<file path="src/rtl/mc_ctrl_pkg.sv">
// Shared types and encodings for the multicycle RV32I control unit.
// The MD_WAIT state exists only when MC_CTRL_MULDIV_EN is defined.
package mc_ctrl_pkg;

  typedef enum logic [5:0] {
    S_FETCH    = 6'd0,
    S_DECODE   = 6'd1,
    S_MEMADR   = 6'd2,
    S_MEMREAD  = 6'd3,
    S_MEMWB    = 6'd4,
    S_MEMWRITE = 6'd5,
    S_EXECR    = 6'd6,
    S_EXECI    = 6'd7,
    S_ALUWB    = 6'd8,
    S_JAL      = 6'd9,
    S_JALR     = 6'd10,
    S_BRANCH   = 6'd11,
    S_AUIPC    = 6'd12,
    S_LUI      = 6'd13,
    S_TRAP     = 6'd14
`ifdef MC_CTRL_MULDIV_EN
    ,
    S_MD_WAIT  = 6'd15
`endif
  } state_e;

  typedef enum logic [1:0] {
    CAUSE_ILLEGAL  = 2'b00,
    CAUSE_MISALIGN = 2'b01,
    CAUSE_TIMEOUT  = 2'b10,
    CAUSE_SYSTEM   = 2'b11
  } trap_cause_e;

  localparam logic [6:0] OP_LOAD     = 7'b0000011;
  localparam logic [6:0] OP_STORE    = 7'b0100011;
  localparam logic [6:0] OP_OP       = 7'b0110011;
  localparam logic [6:0] OP_OPIMM    = 7'b0010011;
  localparam logic [6:0] OP_JAL      = 7'b1101111;
  localparam logic [6:0] OP_JALR     = 7'b1100111;
  localparam logic [6:0] OP_BRANCH   = 7'b1100011;
  localparam logic [6:0] OP_AUIPC    = 7'b0010111;
  localparam logic [6:0] OP_LUI      = 7'b0110111;
  localparam logic [6:0] OP_MISCMEM  = 7'b0001111;
  localparam logic [6:0] OP_SYSTEM   = 7'b1110011;

  localparam logic [1:0] LORD_PC     = 2'b00;
  localparam logic [1:0] LORD_ALUOUT = 2'b01;

  localparam logic [1:0] PCSRC_ALU    = 2'b00;
  localparam logic [1:0] PCSRC_ALUOUT = 2'b01;
  localparam logic [1:0] PCSRC_ALU_E  = 2'b10;
  localparam logic [1:0] PCSRC_TRAP   = 2'b11;

  localparam logic [1:0] SRCA_PC    = 2'b00;
  localparam logic [1:0] SRCA_RS1   = 2'b01;
  localparam logic [1:0] SRCA_OLDPC = 2'b10;
  localparam logic [1:0] SRCA_ZERO  = 2'b11;

  localparam logic [1:0] SRCB_RS2  = 2'b00;
  localparam logic [1:0] SRCB_FOUR = 2'b01;
  localparam logic [1:0] SRCB_IMM  = 2'b10;

  localparam logic [1:0] ALUOP_ADD   = 2'b00;
  localparam logic [1:0] ALUOP_CMP   = 2'b01;
  localparam logic [1:0] ALUOP_FUNCT = 2'b10;

  localparam logic [2:0] M2R_ALUOUT = 3'b000;
  localparam logic [2:0] M2R_MDR    = 3'b001;
  localparam logic [2:0] M2R_MD     = 3'b010;
  localparam logic [2:0] M2R_PC     = 3'b011;

endpackage

</file>
<file path="src/rtl/mc_be_gen.sv">
// Byte-enable, misalignment and access-size decode for loads/stores.
module mc_be_gen (
  input  logic [2:0] funct3_i,
  input  logic [1:0] addr_lo_i,
  input  logic       is_store_i,
  output logic [3:0] be_o,
  output logic       misaligned_o,
  output logic       size_illegal_o
);

  always_comb begin
    be_o           = 4'b0000;
    misaligned_o   = 1'b0;
    size_illegal_o = (funct3_i[1:0] == 2'b11) || (is_store_i && funct3_i[2]);
    case (funct3_i[1:0])
      2'b00: be_o = 4'b0001 << addr_lo_i;
      2'b01: begin
        // Halfword enables use the aligned-down address so a non-trapping
        // misaligned access still lands on a legal lane pair.
        be_o         = 4'b0011 << {addr_lo_i[1], 1'b0};
        misaligned_o = addr_lo_i[0];
      end
      2'b10: begin
        be_o         = 4'b1111;
        misaligned_o = (addr_lo_i != 2'b00);
      end
      default: ;
    endcase
  end

endmodule

</file>
<file path="src/rtl/mc_control_unit_v2.sv">
// Multicycle RV32I control FSM with memory handshake/timeout, byte enables and trap path.
// Optional mul/div wait state is enabled by defining MC_CTRL_MULDIV_EN.
module mc_control_unit_v2
  import mc_ctrl_pkg::*;
#(
  parameter int MEM_TIMEOUT   = 255,
  parameter bit MISALIGN_TRAP = 1'b1
) (
  input  logic       clk_i,
  input  logic       rst_ni,
  input  logic [6:0] op_i,
  input  logic [2:0] funct3_i,
  input  logic       funct7_b0_i,
  input  logic [1:0] addr_lo_i,
  input  logic       mem_ready_i,
  input  logic       md_done_i,
  output logic       pc_write_o,
  output logic       ir_write_o,
  output logic       reg_write_o,
  output logic       is_imm_o,
  output logic       branch_o,
  output logic       mem_req_o,
  output logic       mem_we_o,
  output logic [3:0] mem_be_o,
  output logic [1:0] lorD_o,
  output logic [1:0] pc_src_o,
  output logic [1:0] alu_src_a_o,
  output logic [1:0] alu_src_b_o,
  output logic [1:0] alu_op_o,
  output logic [2:0] mem_to_reg_o,
  output logic [2:0] load_ext_o,
  output logic       md_start_o,
  output logic       trap_o,
  output logic [1:0] trap_cause_o
);

  localparam int CNT_W = (MEM_TIMEOUT > 0) ? $clog2(MEM_TIMEOUT + 1) : 1;
  localparam logic [CNT_W-1:0] CNT_LAST = (MEM_TIMEOUT > 0) ? CNT_W'(MEM_TIMEOUT - 1) : '0;
  localparam logic [CNT_W-1:0] CNT_MAX  = {CNT_W{1'b1}};

  state_e           state_q, state_d;
  trap_cause_e      cause_q, cause_d;
  logic [CNT_W-1:0] cnt_q, cnt_d;
  logic [3:0]       mem_be_q, mem_be_d;
  logic             run_q;

  logic [3:0] be_w;
  logic       misal_w;
  logic       size_ill_w;
  logic       wait_st;
  logic       expire;

`ifndef MC_CTRL_MULDIV_EN
  logic unused_md_done;
  assign unused_md_done = md_done_i;
`endif

  mc_be_gen u_be_gen (
    .funct3_i       (funct3_i),
    .addr_lo_i      (addr_lo_i),
    .is_store_i     (op_i == OP_STORE),
    .be_o           (be_w),
    .misaligned_o   (misal_w),
    .size_illegal_o (size_ill_w)
  );

  assign wait_st = (state_q == S_FETCH) || (state_q == S_MEMREAD) || (state_q == S_MEMWRITE);
  // Expiry fires on the MEM_TIMEOUT-th consecutive cycle without mem_ready,
  // the cycle the count would reach MEM_TIMEOUT.
  assign expire  = (MEM_TIMEOUT != 0) && wait_st && !mem_ready_i && (cnt_q == CNT_LAST);

  // run_q holds every output at zero while in reset and for the release cycle,
  // so mem_req drops asynchronously and restarts cleanly.
  always_ff @(posedge clk_i or negedge rst_ni) begin
    if (!rst_ni) begin
      state_q  <= S_FETCH;
      cause_q  <= CAUSE_ILLEGAL;
      cnt_q    <= '0;
      mem_be_q <= 4'b0000;
      run_q    <= 1'b0;
    end else begin
      state_q  <= state_d;
      cause_q  <= cause_d;
      cnt_q    <= cnt_d;
      mem_be_q <= mem_be_d;
      run_q    <= 1'b1;
    end
  end

  always_comb begin
    state_d  = state_q;
    cause_d  = cause_q;
    cnt_d    = cnt_q;
    mem_be_d = mem_be_q;
    if (run_q) begin
      case (state_q)
        S_FETCH: begin
          if (mem_ready_i) state_d = S_DECODE;
          else if (expire) begin
            state_d = S_TRAP;
            cause_d = CAUSE_TIMEOUT;
          end
        end
        S_DECODE: begin
          case (op_i)
            OP_LOAD, OP_STORE: state_d = S_MEMADR;
            OP_OP:             state_d = S_EXECR;
            OP_OPIMM:          state_d = S_EXECI;
            OP_JAL:            state_d = S_JAL;
            OP_AUIPC:          state_d = S_AUIPC;
            OP_LUI:            state_d = S_LUI;
            OP_MISCMEM:        state_d = S_FETCH;
            OP_JALR: begin
              if (funct3_i == 3'b000) state_d = S_JALR;
              else begin
                state_d = S_TRAP;
                cause_d = CAUSE_ILLEGAL;
              end
            end
            OP_BRANCH: begin
              if (funct3_i[2:1] != 2'b01) state_d = S_BRANCH;
              else begin
                state_d = S_TRAP;
                cause_d = CAUSE_ILLEGAL;
              end
            end
            OP_SYSTEM: begin
              state_d = S_TRAP;
              cause_d = CAUSE_SYSTEM;
            end
            default: begin
              state_d = S_TRAP;
              cause_d = CAUSE_ILLEGAL;
            end
          endcase
        end
        S_MEMADR: begin
          if (size_ill_w) begin
            state_d = S_TRAP;
            cause_d = CAUSE_ILLEGAL;
          end else if (MISALIGN_TRAP && misal_w) begin
            state_d = S_TRAP;
            cause_d = CAUSE_MISALIGN;
          end else begin
            mem_be_d = be_w;
            state_d  = (op_i == OP_STORE) ? S_MEMWRITE : S_MEMREAD;
          end
        end
        S_MEMREAD, S_MEMWRITE: begin
          if (mem_ready_i) state_d = (state_q == S_MEMREAD) ? S_MEMWB : S_FETCH;
          else if (expire) begin
            state_d = S_TRAP;
            cause_d = CAUSE_TIMEOUT;
          end
        end
        S_EXECR: begin
          if (funct7_b0_i) begin
`ifdef MC_CTRL_MULDIV_EN
            state_d = S_MD_WAIT;
`else
            state_d = S_TRAP;
            cause_d = CAUSE_ILLEGAL;
`endif
          end else begin
            state_d = S_ALUWB;
          end
        end
        S_EXECI, S_AUIPC, S_LUI: state_d = S_ALUWB;
`ifdef MC_CTRL_MULDIV_EN
        S_MD_WAIT: if (md_done_i) state_d = S_FETCH;
`endif
        default: state_d = S_FETCH;
      endcase

      if (state_d != state_q) cnt_d = '0;
      else if (wait_st && !mem_ready_i && (cnt_q != CNT_MAX)) cnt_d = cnt_q + 1'b1;
    end
  end

  always_comb begin
    pc_write_o   = 1'b0;
    ir_write_o   = 1'b0;
    reg_write_o  = 1'b0;
    is_imm_o     = 1'b0;
    branch_o     = 1'b0;
    mem_req_o    = 1'b0;
    mem_we_o     = 1'b0;
    lorD_o       = LORD_PC;
    pc_src_o     = PCSRC_ALU;
    alu_src_a_o  = SRCA_PC;
    alu_src_b_o  = SRCB_RS2;
    alu_op_o     = ALUOP_ADD;
    mem_to_reg_o = M2R_ALUOUT;
    load_ext_o   = 3'b000;
    md_start_o   = 1'b0;
    trap_o       = 1'b0;
    if (run_q) begin
      case (state_q)
        S_FETCH: begin
          mem_req_o   = 1'b1;
          lorD_o      = LORD_PC;
          alu_src_a_o = SRCA_PC;
          alu_src_b_o = SRCB_FOUR;
          ir_write_o  = mem_ready_i;
          pc_write_o  = mem_ready_i;
        end
        S_DECODE: begin
          alu_src_a_o = SRCA_OLDPC;
          alu_src_b_o = SRCB_IMM;
        end
        S_MEMADR: begin
          alu_src_a_o = SRCA_RS1;
          alu_src_b_o = SRCB_IMM;
        end
        S_MEMREAD: begin
          mem_req_o = 1'b1;
          lorD_o    = LORD_ALUOUT;
        end
        S_MEMWB: begin
          reg_write_o  = 1'b1;
          mem_to_reg_o = M2R_MDR;
          load_ext_o   = funct3_i;
        end
        S_MEMWRITE: begin
          mem_req_o = 1'b1;
          mem_we_o  = 1'b1;
          lorD_o    = LORD_ALUOUT;
        end
        S_EXECR: begin
          alu_src_a_o = SRCA_RS1;
          alu_op_o    = ALUOP_FUNCT;
`ifdef MC_CTRL_MULDIV_EN
          md_start_o  = funct7_b0_i;
`endif
        end
        S_EXECI: begin
          alu_src_a_o = SRCA_RS1;
          alu_src_b_o = SRCB_IMM;
          alu_op_o    = ALUOP_FUNCT;
          is_imm_o    = 1'b1;
        end
        S_ALUWB: begin
          reg_write_o  = 1'b1;
          mem_to_reg_o = M2R_ALUOUT;
        end
        S_JAL: begin
          pc_write_o   = 1'b1;
          pc_src_o     = PCSRC_ALUOUT;
          reg_write_o  = 1'b1;
          mem_to_reg_o = M2R_PC;
        end
        S_JALR: begin
          alu_src_a_o  = SRCA_RS1;
          alu_src_b_o  = SRCB_IMM;
          pc_src_o     = PCSRC_ALU_E;
          pc_write_o   = 1'b1;
          reg_write_o  = 1'b1;
          mem_to_reg_o = M2R_PC;
        end
        S_BRANCH: begin
          alu_src_a_o = SRCA_RS1;
          alu_op_o    = ALUOP_CMP;
          branch_o    = 1'b1;
          pc_src_o    = PCSRC_ALUOUT;
        end
        S_AUIPC: begin
          alu_src_a_o = SRCA_OLDPC;
          alu_src_b_o = SRCB_IMM;
        end
        S_LUI: begin
          alu_src_a_o = SRCA_ZERO;
          alu_src_b_o = SRCB_IMM;
        end
        S_TRAP: begin
          trap_o     = 1'b1;
          pc_write_o = 1'b1;
          pc_src_o   = PCSRC_TRAP;
        end
`ifdef MC_CTRL_MULDIV_EN
        S_MD_WAIT: begin
          reg_write_o  = md_done_i;
          mem_to_reg_o = M2R_MD;
        end
`endif
        default: ;
      endcase
    end
  end

  assign mem_be_o     = mem_be_q;
  assign trap_cause_o = cause_q;

endmodule

</file>
<file path="config.mk">
export PLATFORM = sky130hd
export DESIGN_NAME = mc_control_unit_v2
export DESIGN_NICKNAME = d
export VERILOG_FILES = /design/src/rtl/mc_ctrl_pkg.sv /design/src/rtl/mc_be_gen.sv /design/src/rtl/mc_control_unit_v2.sv
export SDC_FILE = /design/constraint.sdc
export NUM_CORES = 1
export LEC_CHECK = 0
export BUFFER_PORTS_ARGS = -buffer_cell sky130_fd_sc_hd__buf_2
export CAP_MARGIN = 10
export CORE_UTILIZATION = 54
export DETAILED_ROUTE_END_ITERATION = 8
export MAX_ROUTING_LAYER = met4
export PLACE_DENSITY = 0.79
export SYNTH_ARGS = -nofsm -noshare
export SYNTH_HDL_FRONTEND = slang
export SYNTH_SLANG_ARGS = --single-unit
</file>
<file path="constraint.sdc">
create_clock -name clk_i -period 2.8 [get_ports clk_i]
set_clock_uncertainty 0.2 [all_clocks]
set_input_delay 0.56 -clock clk_i [delete_from_list [all_inputs] [get_ports clk_i]]
set_output_delay 0.56 -clock clk_i [all_outputs]
set_load 0.01 [all_outputs]
</file>
* After elaboration in Yosys (flattened, before gate mapping)
Index checks and enable logic that the tools add are counted.
Cells by class: $add $sub $neg 1, equality and inequality tests 39, shift-type cells 2, mux-type cells 56, bitwise operators 2, reduce and logical (&&, ||, !) cells 30
Operator list (number):
- $eq A6 B4 Y1 const B | 7
- $pmux W4 S9 | 1
- $pmux W6 S6 | 1
- $eq A7 B7 Y1 const B | 4
- $eq A6 B3 Y1 const B | 4
- $mux W2 | 12
- $mux W6 | 4
- $eq A7 B6 Y1 const B | 3
- $mux W3 | 7
- $mux W1 | 17
- $mux W8 | 2
- $pmux W2 S4 | 2
- $eq A7 B5 Y1 const B | 2
- $eq A6 B2 Y1 const B | 2
- $pmux W2 S2 | 3
- $pmux W2 S3 | 2
- $pmux W4 S3 | 1
- $reduce_or A2 Y1 | 6
- $ne A3 B3 Y1 const B | 3
- $reduce_and A9 Y1 | 1
- $reduce_or A3 Y1 | 3
- $add A8 B1 Y8 const B | 1
- $eq A8 B8 Y1 const B | 1
- $mux W4 | 2
- other kinds (27) | 39
Word-level totals: bits in registers 21, output and inout bits 31, word-level logic and storage cells 135

* Depth between registers and ports, before layout
depth in word-level cells 12, depth in mapped cells 8

* Hierarchy
A second synthesis with hierarchy kept.
Unflattened totals: cell total of the unflattened synthesis 255, area total of the unflattened synthesis 1920.6 um^2
Modules (own cells, without submodules):
- mc_control_unit_v2 | instances 1, cells each 235, area each 1776.7 um^2
- mc_be_gen | instances 1, cells each 20, area each 143.9 um^2

* Worst setup path before layout
No wires, ideal clock.
kind register to register, start reg state_q[1], end reg cnt_q[4], data arrival time 2026 ps, required time 2471 ps, path slack 446 ps, stages on the path, launching flop included 9, buffers on the path 2, period minus slack after synthesis 2354 ps, cells stage by stage dfrtp_1 > buf_6 > or4_4 > o22a_4 > a311oi_4 > buf_6 > a41oi_1 > o21ai_1 > o41ai_2
On the way: cells in the longest elaborated chain, start to end 12, elaborated cells on any way between the ends 26, those cells by class 9 x eq/ne; 7 x mux; 10 x reduce/logical
Ends and longest elaborated chain:
- from (decl) | RTL line mc_control_unit_v2.sv:41 | state_e state_q, state_d;
- from (signal assigned) | RTL line mc_control_unit_v2.sv:82 | state_q <= state_d;
- $eq A6 B2 Y1 or $logic_not A6 Y1 (tied branches) | RTL line mc_control_unit_v2.sv:67, mc_control_unit_v2.sv:96, mc_control_unit_v2.sv:150
- $logic_or A1 B1 Y1 (2 in a row) | RTL line mc_control_unit_v2.sv:67 | assign wait_st = (state_q == S_FETCH) || (state_q == S_MEMREAD) || (state_q == S_MEMWRITE);
- $logic_and A1 B1 Y1 | RTL line mc_control_unit_v2.sv:70, mc_control_unit_v2.sv:176
- $logic_and A1 B1 Y1 | RTL line mc_control_unit_v2.sv:70 | assign expire = (MEM_TIMEOUT != 0) && wait_st && !mem_ready_i && (cnt_q == CNT_LAST);
- $mux W6 | RTL line mc_control_unit_v2.sv:99, mc_control_unit_v2.sv:151
- $mux W6, on equally long branches | RTL line mc_control_unit_v2.sv:150, mc_control_unit_v2.sv:98
- $pmux W6 S6 | RTL line mc_control_unit_v2.sv:96 | case (state_q)
- $mux W6 | RTL line mc_control_unit_v2.sv:95 | if (run_q) begin
- $ne A6 B6 Y1 | RTL line mc_control_unit_v2.sv:175 | if (state_d != state_q) cnt_d = '0;
- $reduce_bool A2 Y1 (no source line)
- $reduce_and A2 Y1 (no source line)
- to (signal assigned) | RTL line mc_control_unit_v2.sv:84 | cnt_q <= cnt_d;
- to (decl) | RTL line mc_control_unit_v2.sv:43 | logic [CNT_W-1:0] cnt_q, cnt_d;
Several ways; a longest one is shown, not always the timed one. The select of a mux whose other input is x is not followed. A chain may end at the register's enable or synchronous reset.

* Worst setup path after layout
start reg state_q[5], end out load_ext_o[2]
On the way: cells in the longest elaborated chain, start to end 3
Ends and longest elaborated chain:
- $eq A6 B3 Y1 | RTL line mc_control_unit_v2.sv:198 | case (state_q)
- $mux W3 | RTL line mc_control_unit_v2.sv:198
- $mux W3 | RTL line mc_control_unit_v2.sv:197 | if (run_q) begin
- to (decl) | RTL line mc_control_unit_v2.sv:31 | output logic [2:0] load_ext_o,
No other way between the ends.

==> impl_metrics.json <==
{
  "status": "completed",
  "switchingPower_uw": 688,
  "max_freq_mhz": 380,
  "die_area_um2": 3790,
  "drc_errors": 0,
  "dp_hpwl_mm": 3.44,
  "cp_data_arrival_time_ns": 1.87,
  "chipHeight_um": 61.6,
  "r2r_slack_ns": 0.33,
  "grt_overflow": 0,
  "worst_pin_slew_ns": 0.525,
  "hold_viol_final": 0,
  "clock_sinks": 21,
  "ant_nets": 0,
  "die_w_um": 61.6,
  "drv_cap": 0,
  "synth_top_area_share_pct": 27.4,
  "routed_via_density": 5.91,
  "drv_slew": 0,
  "p_seq_share_pct": 30.1,
  "synth_seq_cells": 21,
  "clock_latency_ns": 0.31,
  "power.leakage_nw": 1.02,
  "clock_path_buffers": 2,
  "root_buffer": "clkbuf_4",
  "syn2layout_area_growth_pct": 14.6,
  "antenna_found_initial": 0,
  "internal-power_uw": 803,
  "synth.distinct_cells": 58,
  "groute.usage.overall_pct": 27.4,
  "r2r-start": "state_q[3]",
  "initial_core_util_pct": 57.0,
  "required_ns": 2.04,
  "whs_path_depth": 2,
  "synth_ff_type": "dfrtp_1",
  "rsz0062_at_grt": "no",
  "rr_worst_depth": 7,
  "cts_tree": "built",
  "cts_made_buffers": 3,
  "combPwrFrac_pct": 60.2,
  "grt_pass1_wl_mm": 7.60,
  "irDropWorstVdd_mv": 0.362,
  "synth.area.top_cells": "dfrtp_1, nand2_1, ha_1, o31ai_1, nor2_1",
  "synth-edff-count": 0,
  "min_from": "mem_be_o[3]",
  "gp_congestion": 0.936,
  "syn_area_per_cell_um2": 7.76,
  "powerDensity_nw_per_um2": 678,
  "ios": 48,
  "worstSetupEndpointType": "primary output",
  "critical_path_class": "register to primary output",
  "synth_cells": 247,
  "clkPwrFrac_pct": 9.7,
  "timing.rr.end": "cnt_q[4]",
  "syn_area_um2": 1920,
  "setup_viol": 0,
  "period_share_pct": 94.0,
  "sw_frac_of_total_pct": 46.1,
  "fillers": 331,
  "drive_gt1_share_pct": 25.0,
  "layout.nets": 308,
  "holdPathEnd": "mem_be_o[3]",
  "yosysWarnings": 0,
  "fp-row-count": 21,
  "hold_ws_ns": 0.296,
  "critPathLaunchType": "register",
  "port_buffers": 43,
  "fin_setup_tns_ns": 0,
  "drt_pass1_iterations": 4,
  "seq_area_frac_synth_pct": 27.4,
  "relSlewSlack_pct": 64.5,
  "grt_pass1_vias": 1727,
  "finalCriticalPeriod_ns": 2.63,
  "hold_path.class": "register to register",
  "via_count": 1951,
  "grt_max_degree": 22,
  "diodes": 0,
  "synthArstFlopShare_pct": 100,
  "postCtsSetupBuffers": 0,
  "htreeDepth": 1,
  "clkTransAtPathRegs_ns": 0.12,
  "wire_per_inst_um": 13.6,
  "wirelength_mm": 4.49,
  "crit_fanout": 6,
  "coreArea_um2": 3360,
  "drtIter0Drc": 153,
  "yosysTopAreaCell": "dfrtp_1"
}
## flip-flops by register name (all words and copies together) (netlist names)
name and count:
mem_be_o 4, cnt_q 8, state_q 6, trap_cause_o 2, run_q 1
## repair_timing
item	4_1_cts	5_1_grt
hold endpoints to repair	12	0
setup endpoints to repair	1	3
gates resized for setup	1	4
hold buffers	1	0
gates cloned	0	0
## stage by stage
stage | cell area, um^2 | utilization [%] | total power [mW] | instances | worst slack [ns]
CTS | 2190 | 65.0 | 1.49 | 330 | 0.0230
global route | 2200 | 65.3 | 1.62 | 330 | 0.0491
detailed placement | 2150 | 63.8 | 1.33 | 325 | 0.289
finish | 2200 | 65.3 | 1.49 | 330 | 0.167
global placement | 2150 | 63.8 | 1.32 | 325 | 0.337
floorplan | 1920 | - | 1.10 | 249 | 0.446
## synthesized netlist by cell type (all sizes together), types with 4 or more instances
| master | n |
|---|---|
| a21oi | 12 |
| a31oi | 4 |
| a41oi | 4 |
| and3 | 5 |
| buf | 7 |
| clkbuf | 14 |
| dfrtp | 21 |
| ha | 6 |
| inv | 11 |
| nand2 | 31 |
| nand2b | 7 |
| nand3 | 6 |
| nand4 | 4 |
| nor2 | 19 |
| nor2b | 4 |
| nor3 | 8 |
| nor4 | 4 |
| o21ai | 16 |
| o22ai | 4 |
| o31ai | 11 |
## routing by layer
metal,vias to the layer above,share of wire [%],track usage [%]
met1,887,48,35.7
met4,0,1.4,10.8
li1,976,-,-
met5,-,0,-
met3,9,5.9,2.94
met2,79,45,43.5
## layout by cell type, fill, tap and decap left out, types with 8 or more instances in the layout
cell | synthesis | layout
a21oi_1 | 12 | 12
buf_2 | 1 | 43
buf_4 | 4 | 8
dfrtp_1 | 21 | 19
inv_1 | 11 | 11
nand2_1 | 31 | 31
nor2_1 | 19 | 18
nor3_1 | 8 | 8
o21ai_1 | 9 | 9
o31ai_1 | 10 | 10
## worst max path at each step
stage	startpoint	endpoint	slack, ns	depth (start not counted)
final	state_q[5]	load_ext_o[2]	0.17	5
after global routing	state_q[3]	mem_req_o	0.05	4
after CTS	state_q[5]	load_ext_o[2]	0.02	5
after detailed placement	op_i[2]	trap_cause_o[0]	0.29	7
after global placement	op_i[2]	trap_cause_o[1]	0.34	7
after floorplan	state_q[1]	cnt_q[4]	0.45	8
## power groups by stage
stage	Combinational, mW	Clock, mW	Sequential (mW)
finish	0.896	0.145	0.449
global route	1.00	0.165	0.459
CTS	0.888	0.156	0.447
detailed placement	0.884	0	0.450
global placement	0.872	0	0.446
floorplan	0.696	0	0.406
## logic make-up after synthesis
kind of cell,after synthesis,synth area share [%]
AOI/OAI and AO/OA,75,29.0
xor gates and xnor gates,3,1.37
adders and majority gates,6,3.92
buffers and inverters,32,7.90
DFF,21,27.4
muxes,2,1.17
other,2,0.392
and+or+nand+nor,106,28.8
## final cells by class
class | count | area (um^2) | share of cell area (%)
tap | 46 | 57.6 | 2.62
clock buffer | 3 | 22.5 | 1.03
timing repair buffer | 52 | 285 | 13.0
inverter | 11 | 41.3 | 1.88
clock inverter | 1 | 5.00 | 0.228
sequential | 21 | 528 | 24.0
multi-input combinational | 196 | 1260 | 57.2
## critical path, cell delays in order (launching register included)
cell     delay, ns
dfrtp_1       0.44
or2_4         0.29
or3_4         0.41
nor3_1        0.16
and2_1        0.14
buf_2         0.12
(Power assumes the default switching activity.)
